### src/rtl/riscv_pkg.sv
// rtl/riscv_pkg.sv - shared core types and constants for the fetch stage
package riscv_pkg;

    localparam int XLEN = 32;

    localparam logic [6:0] OP_LW   = 7'b0000011;
    localparam logic [6:0] OP_SW   = 7'b0100011;
    localparam logic [6:0] OP_R    = 7'b0110011;
    localparam logic [6:0] OP_BEQ  = 7'b1100011;
    localparam logic [6:0] OP_I    = 7'b0010011;
    localparam logic [6:0] OP_JAL  = 7'b1101111;

    typedef enum logic [1:0] {
        FETCH = 2'd0,
        DRAIN = 2'd1,
        HALT  = 2'd2
    } fetch_state_t;

    typedef struct packed {
        logic [31:0]     instr;
        logic [XLEN-1:0] pc;
    } fetch_entry_t;

endpackage

### src/rtl/if_fifo.sv
// rtl/if_fifo.sv - small synchronous FIFO used for the fetch buffer and the pc tag queue
module if_fifo #(
    parameter type T     = riscv_pkg::fetch_entry_t,
    parameter int  DEPTH = 2,
    localparam int AW    = $clog2(DEPTH)
) (
    input  logic        clk,
    input  logic        reset,
    input  logic        push,
    input  T            pushData,
    input  logic        pop,
    input  logic        flush,
    output T            headData,
    output logic [AW:0] count,
    output logic        full,
    output logic        empty
);

    T               mem [DEPTH];
    logic [AW-1:0]  rdPtr;
    logic [AW-1:0]  wrPtr;
    logic [AW:0]    countNext;
    logic           doPush;
    logic           doPop;

    assign empty    = (count == '0);
    assign full     = (count == (AW+1)'(DEPTH));
    assign doPop    = pop && !empty;
    // A pop frees the slot the same cycle, so push-while-full is legal with a pop.
    assign doPush   = push && (!full || doPop);
    assign headData = mem[rdPtr];

    always_comb begin
        countNext = count;
        if (doPush && !doPop) begin
            countNext = count + (AW+1)'(1);
        end else if (doPop && !doPush) begin
            countNext = count - (AW+1)'(1);
        end
    end

    always_ff @(posedge clk) begin
        if (reset || flush) begin
            rdPtr <= '0;
            wrPtr <= '0;
            count <= '0;
        end else begin
            if (doPush) begin
                wrPtr <= wrPtr + AW'(1);
            end
            if (doPop) begin
                rdPtr <= rdPtr + AW'(1);
            end
            count <= countNext;
        end
    end

    always_ff @(posedge clk) begin
        if (doPush && !reset && !flush) begin
            mem[wrPtr] <= pushData;
        end
    end

    always_ff @(posedge clk) begin
        if (!reset && !flush && push) begin
            assert (!full || pop);
        end
    end

endmodule

### src/rtl/if_stage.sv
// rtl/if_stage.sv - RISC-V instruction fetch stage feeding maindec
// Optional MISALIGN_TRAP_EN: misaligned redirect sets sticky misalign and halts fetch until reset.
module if_stage
    import riscv_pkg::*;
#(
    parameter logic [XLEN-1:0] RESET_PC  = '0,
    parameter int              BUF_DEPTH = 2
) (
    input  logic            clk,
    input  logic            reset,
    output logic            imem_req_valid,
    input  logic            imem_req_ready,
    output logic [XLEN-1:0] imem_addr,
    input  logic            imem_rsp_valid,
    input  logic [31:0]     imem_rsp_data,
    input  logic            redirect,
    input  logic [XLEN-1:0] redirect_pc,
    output logic            id_valid,
    input  logic            id_ready,
    output logic [31:0]     id_instr,
    output logic [XLEN-1:0] id_pc,
    output logic [XLEN-1:0] id_pcplus4,
    output logic [6:0]      id_op,
    output logic            misalign
);

    localparam int CW = $clog2(BUF_DEPTH) + 1;

    fetch_state_t    state;
    fetch_state_t    stateNext;
    logic [XLEN-1:0] pc;
    logic [XLEN-1:0] redirectTarget;
    logic [XLEN-1:0] tagHead;
    logic [CW-1:0]   discard;
    logic [CW-1:0]   discardNext;
    logic [CW-1:0]   fifoCount;
    logic [CW-1:0]   tagCount;
    logic            fifoFull;
    logic            fifoEmpty;
    logic            tagFull;
    logic            tagEmpty;
    logic            reqFire;
    logic            rspKeep;
    logic            hsFire;
    logic            redirectTake;
    logic            badRedirect;
    fetch_entry_t    head;
    fetch_entry_t    pushEntry;

    // The tag queue holds one pc per in-flight request, so its occupancy is the outstanding count.
    assign imem_req_valid = !reset && (state == FETCH) &&
                            (({1'b0, tagCount} + {1'b0, fifoCount}) < (CW+1)'(BUF_DEPTH));
    assign imem_addr      = pc;
    assign reqFire        = imem_req_valid && imem_req_ready;
    assign hsFire         = id_valid && id_ready;
    assign redirectTake   = redirect && (state != HALT);
    assign redirectTarget = {redirect_pc[XLEN-1:2], 2'b00};
    assign rspKeep        = imem_rsp_valid && (discard == '0) && (state != HALT);
    assign pushEntry      = '{instr: imem_rsp_data, pc: tagHead};

    assign id_valid   = !fifoEmpty;
    assign id_instr   = head.instr;
    assign id_pc      = head.pc;
    assign id_pcplus4 = head.pc + XLEN'(4);
    assign id_op      = head.instr[6:0];

`ifdef MISALIGN_TRAP_EN
    logic misalignReg;

    assign badRedirect = (redirect_pc[1:0] != 2'b00);
    assign misalign    = misalignReg;

    always_ff @(posedge clk) begin
        if (reset) begin
            misalignReg <= 1'b0;
        end else if (redirectTake && badRedirect) begin
            misalignReg <= 1'b1;
        end
    end
`else
    logic unusedRedirectLsbs;

    assign unusedRedirectLsbs = ^redirect_pc[1:0];
    assign badRedirect        = 1'b0;
    assign misalign           = 1'b0;
`endif

    // Requests accepted in the redirect cycle belong to the old stream, hence counted into discard.
    always_comb begin
        discardNext = discard;
        stateNext   = state;
        if (imem_rsp_valid && (discard != '0)) begin
            discardNext = discard - CW'(1);
        end
        if (redirectTake) begin
            discardNext = tagCount + CW'(reqFire) - CW'(imem_rsp_valid);
        end
        case (state)
            FETCH, DRAIN: begin
                if (redirectTake && badRedirect) begin
                    stateNext = HALT;
                end else if (discardNext != '0) begin
                    stateNext = DRAIN;
                end else begin
                    stateNext = FETCH;
                end
            end
            default: stateNext = state;
        endcase
    end

    always_ff @(posedge clk) begin
        if (reset) begin
            state   <= FETCH;
            discard <= '0;
            pc      <= RESET_PC;
        end else begin
            state   <= stateNext;
            discard <= discardNext;
            if (redirectTake) begin
                pc <= redirectTarget;
            end else if (reqFire) begin
                pc <= pc + XLEN'(4);
            end
        end
    end

    if_fifo #(
        .T     (fetch_entry_t),
        .DEPTH (BUF_DEPTH)
    ) u_buf (
        .clk      (clk),
        .reset    (reset),
        .push     (rspKeep),
        .pushData (pushEntry),
        .pop      (hsFire),
        .flush    (redirectTake || (redirect && badRedirect)),
        .headData (head),
        .count    (fifoCount),
        .full     (fifoFull),
        .empty    (fifoEmpty)
    );

    if_fifo #(
        .T     (logic [XLEN-1:0]),
        .DEPTH (BUF_DEPTH)
    ) u_tag (
        .clk      (clk),
        .reset    (reset),
        .push     (reqFire),
        .pushData (imem_addr),
        .pop      (imem_rsp_valid),
        .flush    (1'b0),
        .headData (tagHead),
        .count    (tagCount),
        .full     (tagFull),
        .empty    (tagEmpty)
    );

    always_ff @(posedge clk) begin
        if (!reset) begin
            assert (!(imem_rsp_valid && tagEmpty));
            assert (!(reqFire && tagFull && !imem_rsp_valid));
            assert (!(rspKeep && !redirectTake && fifoFull && !hsFire));
        end
    end

endmodule

### config.mk
export PLATFORM = sky130hd
export DESIGN_NAME = if_stage
export DESIGN_NICKNAME = d
export VERILOG_FILES = /design/src/rtl/riscv_pkg.sv /design/src/rtl/if_fifo.sv /design/src/rtl/if_stage.sv
export SDC_FILE = /design/constraint.sdc
export NUM_CORES = 1
export LEC_CHECK = 0
export ABC_AREA = 1
export BUFFER_PORTS_ARGS = -buffer_cell sky130_fd_sc_hd__buf_4
export CAP_MARGIN = 20
export CORE_ASPECT_RATIO = 0.5
export CORE_UTILIZATION = 40
export DETAILED_ROUTE_END_ITERATION = 8
export GPL_ROUTABILITY_DRIVEN = 0
export PLACE_DENSITY = 0.64
export SLEW_MARGIN = 10
export SYNTH_ARGS = -nofsm -noshare
export SYNTH_HDL_FRONTEND = slang
export SYNTH_HIERARCHICAL = 1
export SYNTH_SLANG_ARGS = --single-unit
### constraint.sdc
create_clock -name clk -period 5.2 [get_ports clk]
set_input_delay 1.3 -clock clk [delete_from_list [all_inputs] [get_ports clk]]
set_output_delay 1.3 -clock clk [all_outputs]
set_load 0.01 [all_outputs]
After elaboration in Yosys (flattened, before gate mapping). Memories as Yosys holds them, arrays and structs flattened. A register that Yosys moved wholly into a read port is not among the register bits. Index checks and enable logic that the tools add are counted. Widths: inputs -> output; s select.

Bits in registers: 44. Memory bits (writable): 192. Output and inout port bits: 138. Word-level logic and storage cells: 91. Memories: 2.

$add $sub $neg: 14. Order comparisons: 1. Eq/ne operators: 4. Muxes and demuxes: 17. Reduce and logical (&&, ||, !) cells: 43.

Memories: u_buf.mem (depth 2, width 64, rd ports 1, clocked after memory_dff 1, wr ports 1, line if_fifo.sv:19) `T mem [DEPTH];`; u_tag.mem (depth 2, width 32, rd ports 1, clocked after memory_dff 1, wr ports 1, line if_fifo.sv:19).

Operator list (count): $add 32x3->32 const B (2); $mux 32 (2); $logic_and 1x1->1 (19); $mux 2 (6); $logic_not 1->1 (10); $reduce_bool 2->1 (5); $mux 1 (9); $logic_not 2->1 (4); $sub 2x1->2 const B (3); $add 1x1->1 const B (4); $add 2x1->2 const B (2); $eq 2x2->1 const B (2); $reduce_or 2->1 (2); $add 2x2->3 (1); $logic_or 1x1->1 (3); $lt 3x2->1 const B (1); $add 2x1->2 (1); $eq 2x1->1 const B (1); $ne 2x2->1 const B (1); $sub 2x1->2 (1).

Depth between registers and ports, before layout.
Word-level depth: 10. Mapped depth: 16.

Hierarchy. Netlist, hierarchy kept.

By module, submodules not included: if_fifo at u_buf (times used 1, cells an instance 240, area an instance 5173.7 sq um, seq. area each 3943.8 sq um); if_stage (times used 1, cells an instance 535, area an instance 3268.1 sq um, seq. area each 660.6 sq um); if_fifo at u_tag (times used 1, cells an instance 141, area an instance 2718.9 sq um, seq. area each 2021.9 sq um).

Worst setup path after synthesis. OpenSTA, ideal clock, no wires.

Path kind: input port to flip-flop. Start point: in redirect. End point: mem u_buf/mem[1][0] (netlist name), enable pin. Arrival: 4.293 ns. Required time: 4.713 ns. Setup slack: 0.420 ns. Stages on the path: 3. Cells stage by stage: nor2_1 -> nand2_1 -> nor2_1.

Longest elaborated chain between the ends: 5.

Ends and longest elaborated chain: start: declaration (line if_stage.sv:16) `input logic redirect,`; $logic_and 1x1->1 (line if_stage.sv:56) `assign redirectTake = redirect && (state != HALT);`; $logic_not 1->1 (line if_fifo.sv:59) `if (doPush && !reset && !flush) begin`; $logic_and 1x1->1 (line if_fifo.sv:59); $mux 1 (line if_fifo.sv:59); $mux 1 (not written as such) (line if_fifo.sv:60) `mem[wrPtr] <= pushData;`; end: declaration (line if_fifo.sv:19).

Every way passes these cells.

==> impl_results.html <==
<table>
<tr><th>Metric</th><th>Value</th></tr>
<tr><th colspan="2">GRT</th></tr>
<tr><td>Pin count of the biggest net entering global routing</td><td>65</td></tr>
<tr><td>Initial antenna violation count</td><td>0</td></tr>
<tr><td>Global-route wire length before repair</td><td>37,900 um</td></tr>
<tr><td>Number of global-route vias before repair</td><td>6,965</td></tr>
<tr><td>Grt ovf</td><td>0</td></tr>
<tr><td>Total track usage</td><td>0.170</td></tr>
<tr><th colspan="2">Placed design</th></tr>
<tr><td>PortBufs</td><td>202</td></tr>
<tr><td>Total half-perimeter wirelength after legalization and detailed placement</td><td>17,700 um</td></tr>
<tr><td>Placed Cells incl. Taps</td><td>1,467</td></tr>
<tr><th colspan="2">Floorplanning</th></tr>
<tr><td>Effective utilization at floorplan</td><td>0.415</td></tr>
<tr><td>DIE HEIGHT</td><td>120 um</td></tr>
<tr><td>Top-level I/O count</td><td>208</td></tr>
<tr><td>Core ar.</td><td>26,900 um^2</td></tr>
<tr><td>Die span in x</td><td>238 um</td></tr>
<tr><td>Number of placement rows</td><td>42</td></tr>
<tr><td>DIE AREA</td><td>28,600 um^2</td></tr>
<tr><th colspan="2">STA</th></tr>
<tr><td>Clock skew</td><td>0.0268 ns</td></tr>
<tr><td>Maximum clock frequency</td><td>239 MHz</td></tr>
<tr><td>Worst slew slack as a fraction of its limit</td><td>0.290</td></tr>
<tr><td>Final period demand of the worst path</td><td>4.19 ns</td></tr>
<tr><td>Sum of negative setup slack</td><td>0 ns</td></tr>
<tr><td>Final worst-path cycle share</td><td>0.806</td></tr>
<tr><td>Worst slew pin tran</td><td>1.07 ns</td></tr>
<tr><td>Final-report max-slew violation count</td><td>0</td></tr>
<tr><td>Final setup violation count</td><td>0</td></tr>
<tr><td>RSZ-0062 raised after global routing</td><td>false</td></tr>
<tr><td>Hold violation total from the final report</td><td>0</td></tr>
<tr><th colspan="2">Clock network</th></tr>
<tr><td>Post_cts resized</td><td>0</td></tr>
<tr><td>TritonCTS clock tree</td><td>yes</td></tr>
<tr><td>Clock tree root driver cell</td><td>sky130_fd_sc_hd__clkbuf_16</td></tr>
<tr><td>Number of post-CTS setup repair buffers</td><td>0</td></tr>
<tr><td>Clock tree buffer depth</td><td>3</td></tr>
<tr><td>Depth of the CTS H-tree</td><td>1</td></tr>
<tr><td>Clk sink count</td><td>235</td></tr>
<tr><td>Hold buffers post-CTS</td><td>0</td></tr>
<tr><td>Total clock buffers created by CTS</td><td>23</td></tr>
<tr><td>Post-CTS clock slew at the launch and capture registers of the worst setup and hold paths</td><td>0.07 ns</td></tr>
<tr><td>Clock latency on the worst-skew pair</td><td>0.53 ns</td></tr>
<tr><th colspan="2">Layout</th></tr>
<tr><td>Number of standard cells in the final layout excluding fillers</td><td>1,506</td></tr>
<tr><td>Number of inserted diodes</td><td>0</td></tr>
<tr><td>Area grow syn2layout</td><td>21.7%</td></tr>
<tr><td>Fraction of layout instances using a drive strength above 1</td><td>0.339</td></tr>
<tr><td>Number of nets in the layout</td><td>1,196</td></tr>
<tr><th colspan="2">Status</th></tr>
<tr><td>Outcome</td><td>complete, no violations</td></tr>
<tr><th colspan="2">Drt</th></tr>
<tr><td>Routed length per instance</td><td>16.4 um</td></tr>
<tr><td>DRT iter0 DRCs</td><td>548</td></tr>
<tr><td>Detailed Route WL</td><td>24,600 um</td></tr>
<tr><td>DRT antenna net count</td><td>0</td></tr>
<tr><td>Via density per instance</td><td>4.76</td></tr>
<tr><td>Via count of the routed design</td><td>7,168</td></tr>
<tr><td>Drt pass-1 iters</td><td>5</td></tr>
<tr><td>DRC viols</td><td>0</td></tr>
<tr><th colspan="2">Setup path</th></tr>
<tr><td>Sequence of cells on the critical path</td><td>mux2_4 -&gt; ha_1 -&gt; nand3_2 -&gt; inv_2 -&gt; nand3_2 -&gt; nor2_4 -&gt; nand2_2 -&gt; nor2_4 -&gt; nand2_2 -&gt; xnor2_2 -&gt; buf_4</td></tr>
<tr><td>Number of buffers and inverters on the critical path</td><td>2</td></tr>
<tr><td>Crit path max-delay family</td><td>flip-flops</td></tr>
<tr><td>Critical Path Fanout Max</td><td>31</td></tr>
<tr><td>Cell with the largest stage delay on the worst path</td><td>sky130_fd_sc_hd__dfxtp_4</td></tr>
<tr><td>Kind of start point of the critical path</td><td>flop</td></tr>
<tr><td>Required time worst endpoint</td><td>3.90 ns</td></tr>
<tr><td>Arrival @ worst endpoint</td><td>2.89 ns</td></tr>
<tr><td>Delay of the slowest cell on the worst path</td><td>0.73 ns</td></tr>
<tr><td>Critical Path End Type</td><td>primary output</td></tr>
<tr><td>Crit Path Category</td><td>reg2out</td></tr>
<tr><th colspan="2">Pwr</th></tr>
<tr><td>Power density normalized to cell area</td><td>301 nW/um^2</td></tr>
<tr><td>Worst vdd rail ir drop</td><td>194 uV</td></tr>
<tr><td>Leakage component of the power</td><td>5.36 nW</td></tr>
<tr><th colspan="2">Synth</th></tr>
<tr><td>Synth Area per Inst</td><td>12.2 um^2</td></tr>
<tr><td>Gate Count Post-Synth</td><td>914</td></tr>
<tr><td>YS warnings</td><td>6</td></tr>
<tr><td>Post-synthesis instance area</td><td>11,200 um^2</td></tr>
<tr><th colspan="2">Job</th></tr>
<tr><td>Maximum Capacitance Violations</td><td>0</td></tr>
<tr><th colspan="2">Worst hold path</th></tr>
<tr><td>Hold crit path type</td><td>reg2reg</td></tr>
</table>
==> cells in the final DEF, fill, tap and decap left out, drive strengths merged, types with 9 or more instances in the layout <==
master / instances
o21ai: 26
clkbuf: 24
nor3: 11
buf: 207
mux2: 96
nand2: 175
inv: 99
edfxtp: 192
xor2: 28
nand4: 14
nor2: 97
clkinv: 9
nand3: 39
a21oi: 25
xnor2: 12
dfxtp: 43
==> per-layer routing <==
layer	part of all wire	track usage
met4	0.027	0.0593
met1	0.45	0.225
met3	0.045	0.0267
met5	0	0
met2	0.48	0.286
==> path summary, 6_finish.rpt <==
check	start	to	slack (ns)	depth (start not counted)
max	flop	id_pcplus4[24]	1.01	11
min	u_tag/rdPtr$_SDFFE_PP0P_	u_tag/rdPtr$_SDFFE_PP0P_	0.51	2
max reg2reg	u_tag/count[0]$_SDFFE_PP0P_	imem_addr[14]$_SDFFE_PP0P_	2.40	11
min reg2reg	u_tag/rdPtr$_SDFFE_PP0P_	u_tag/rdPtr$_SDFFE_PP0P_	0.51	2
==> state kept, by name, summed over array words and instances, names as in the netlist, named ones only <==
name / flops
u_buf/mem: 128
discard: 2
u_tag/wrPtr: 1
imem_addr: 30
u_buf/count: 2
u_buf/wrPtr: 1
state: 1
u_buf/rdPtr: 1
u_tag/mem: 64
u_tag/count: 2
u_tag/rdPtr: 1
==> worst reg2reg max path, delay by kind of cell, from the launching register on <==
kind | cells | cell delay (ns)
fa+ha+maj | 1 | 0.41
compound gates | 1 | 0.06
buf+inv | 4 | 0.62
flops | 1 | 0.41
simple gates | 5 | 1.17
==> through the flow <==
step	instance area [um^2]	util	total power [mW]	hold slack [ns]	setup WS, ns
floorplan	11200	-	2.36	0.467	0.420
detailed placement	12800	0.478	2.53	0.485	1.50
CTS	13600	0.504	4.14	0.514	0.936
global placement	12800	0.478	2.52	0.479	1.54
finish	13600	0.504	4.08	0.507	1.01
global route	13600	0.504	4.24	0.543	0.811
==> final cells by class <==
type / count / area (um^2)
sequential: 235 / 6630
multi-input combinational: 553 / 3830
inverter: 98 / 368
clock buffer: 24 / 579
fill: 2373 / 13300
timing repair buffer: 207 / 1550
tap: 374 / 468
clock inverter: 15 / 141
==> report_power, final <==
part | leakage [nW] | total (mW) | internal (mW) | switching (mW)
clock | 0.343 | 1.60 | 0.874 | 0.722
sequential | 2.10 | 2.14 | 2.08 | 0.0527
combinational | 2.91 | 0.350 | 0.166 | 0.184
total | 5.36 | 4.08 | 3.12 | 0.959
Power figures use the tool's default switching activity.
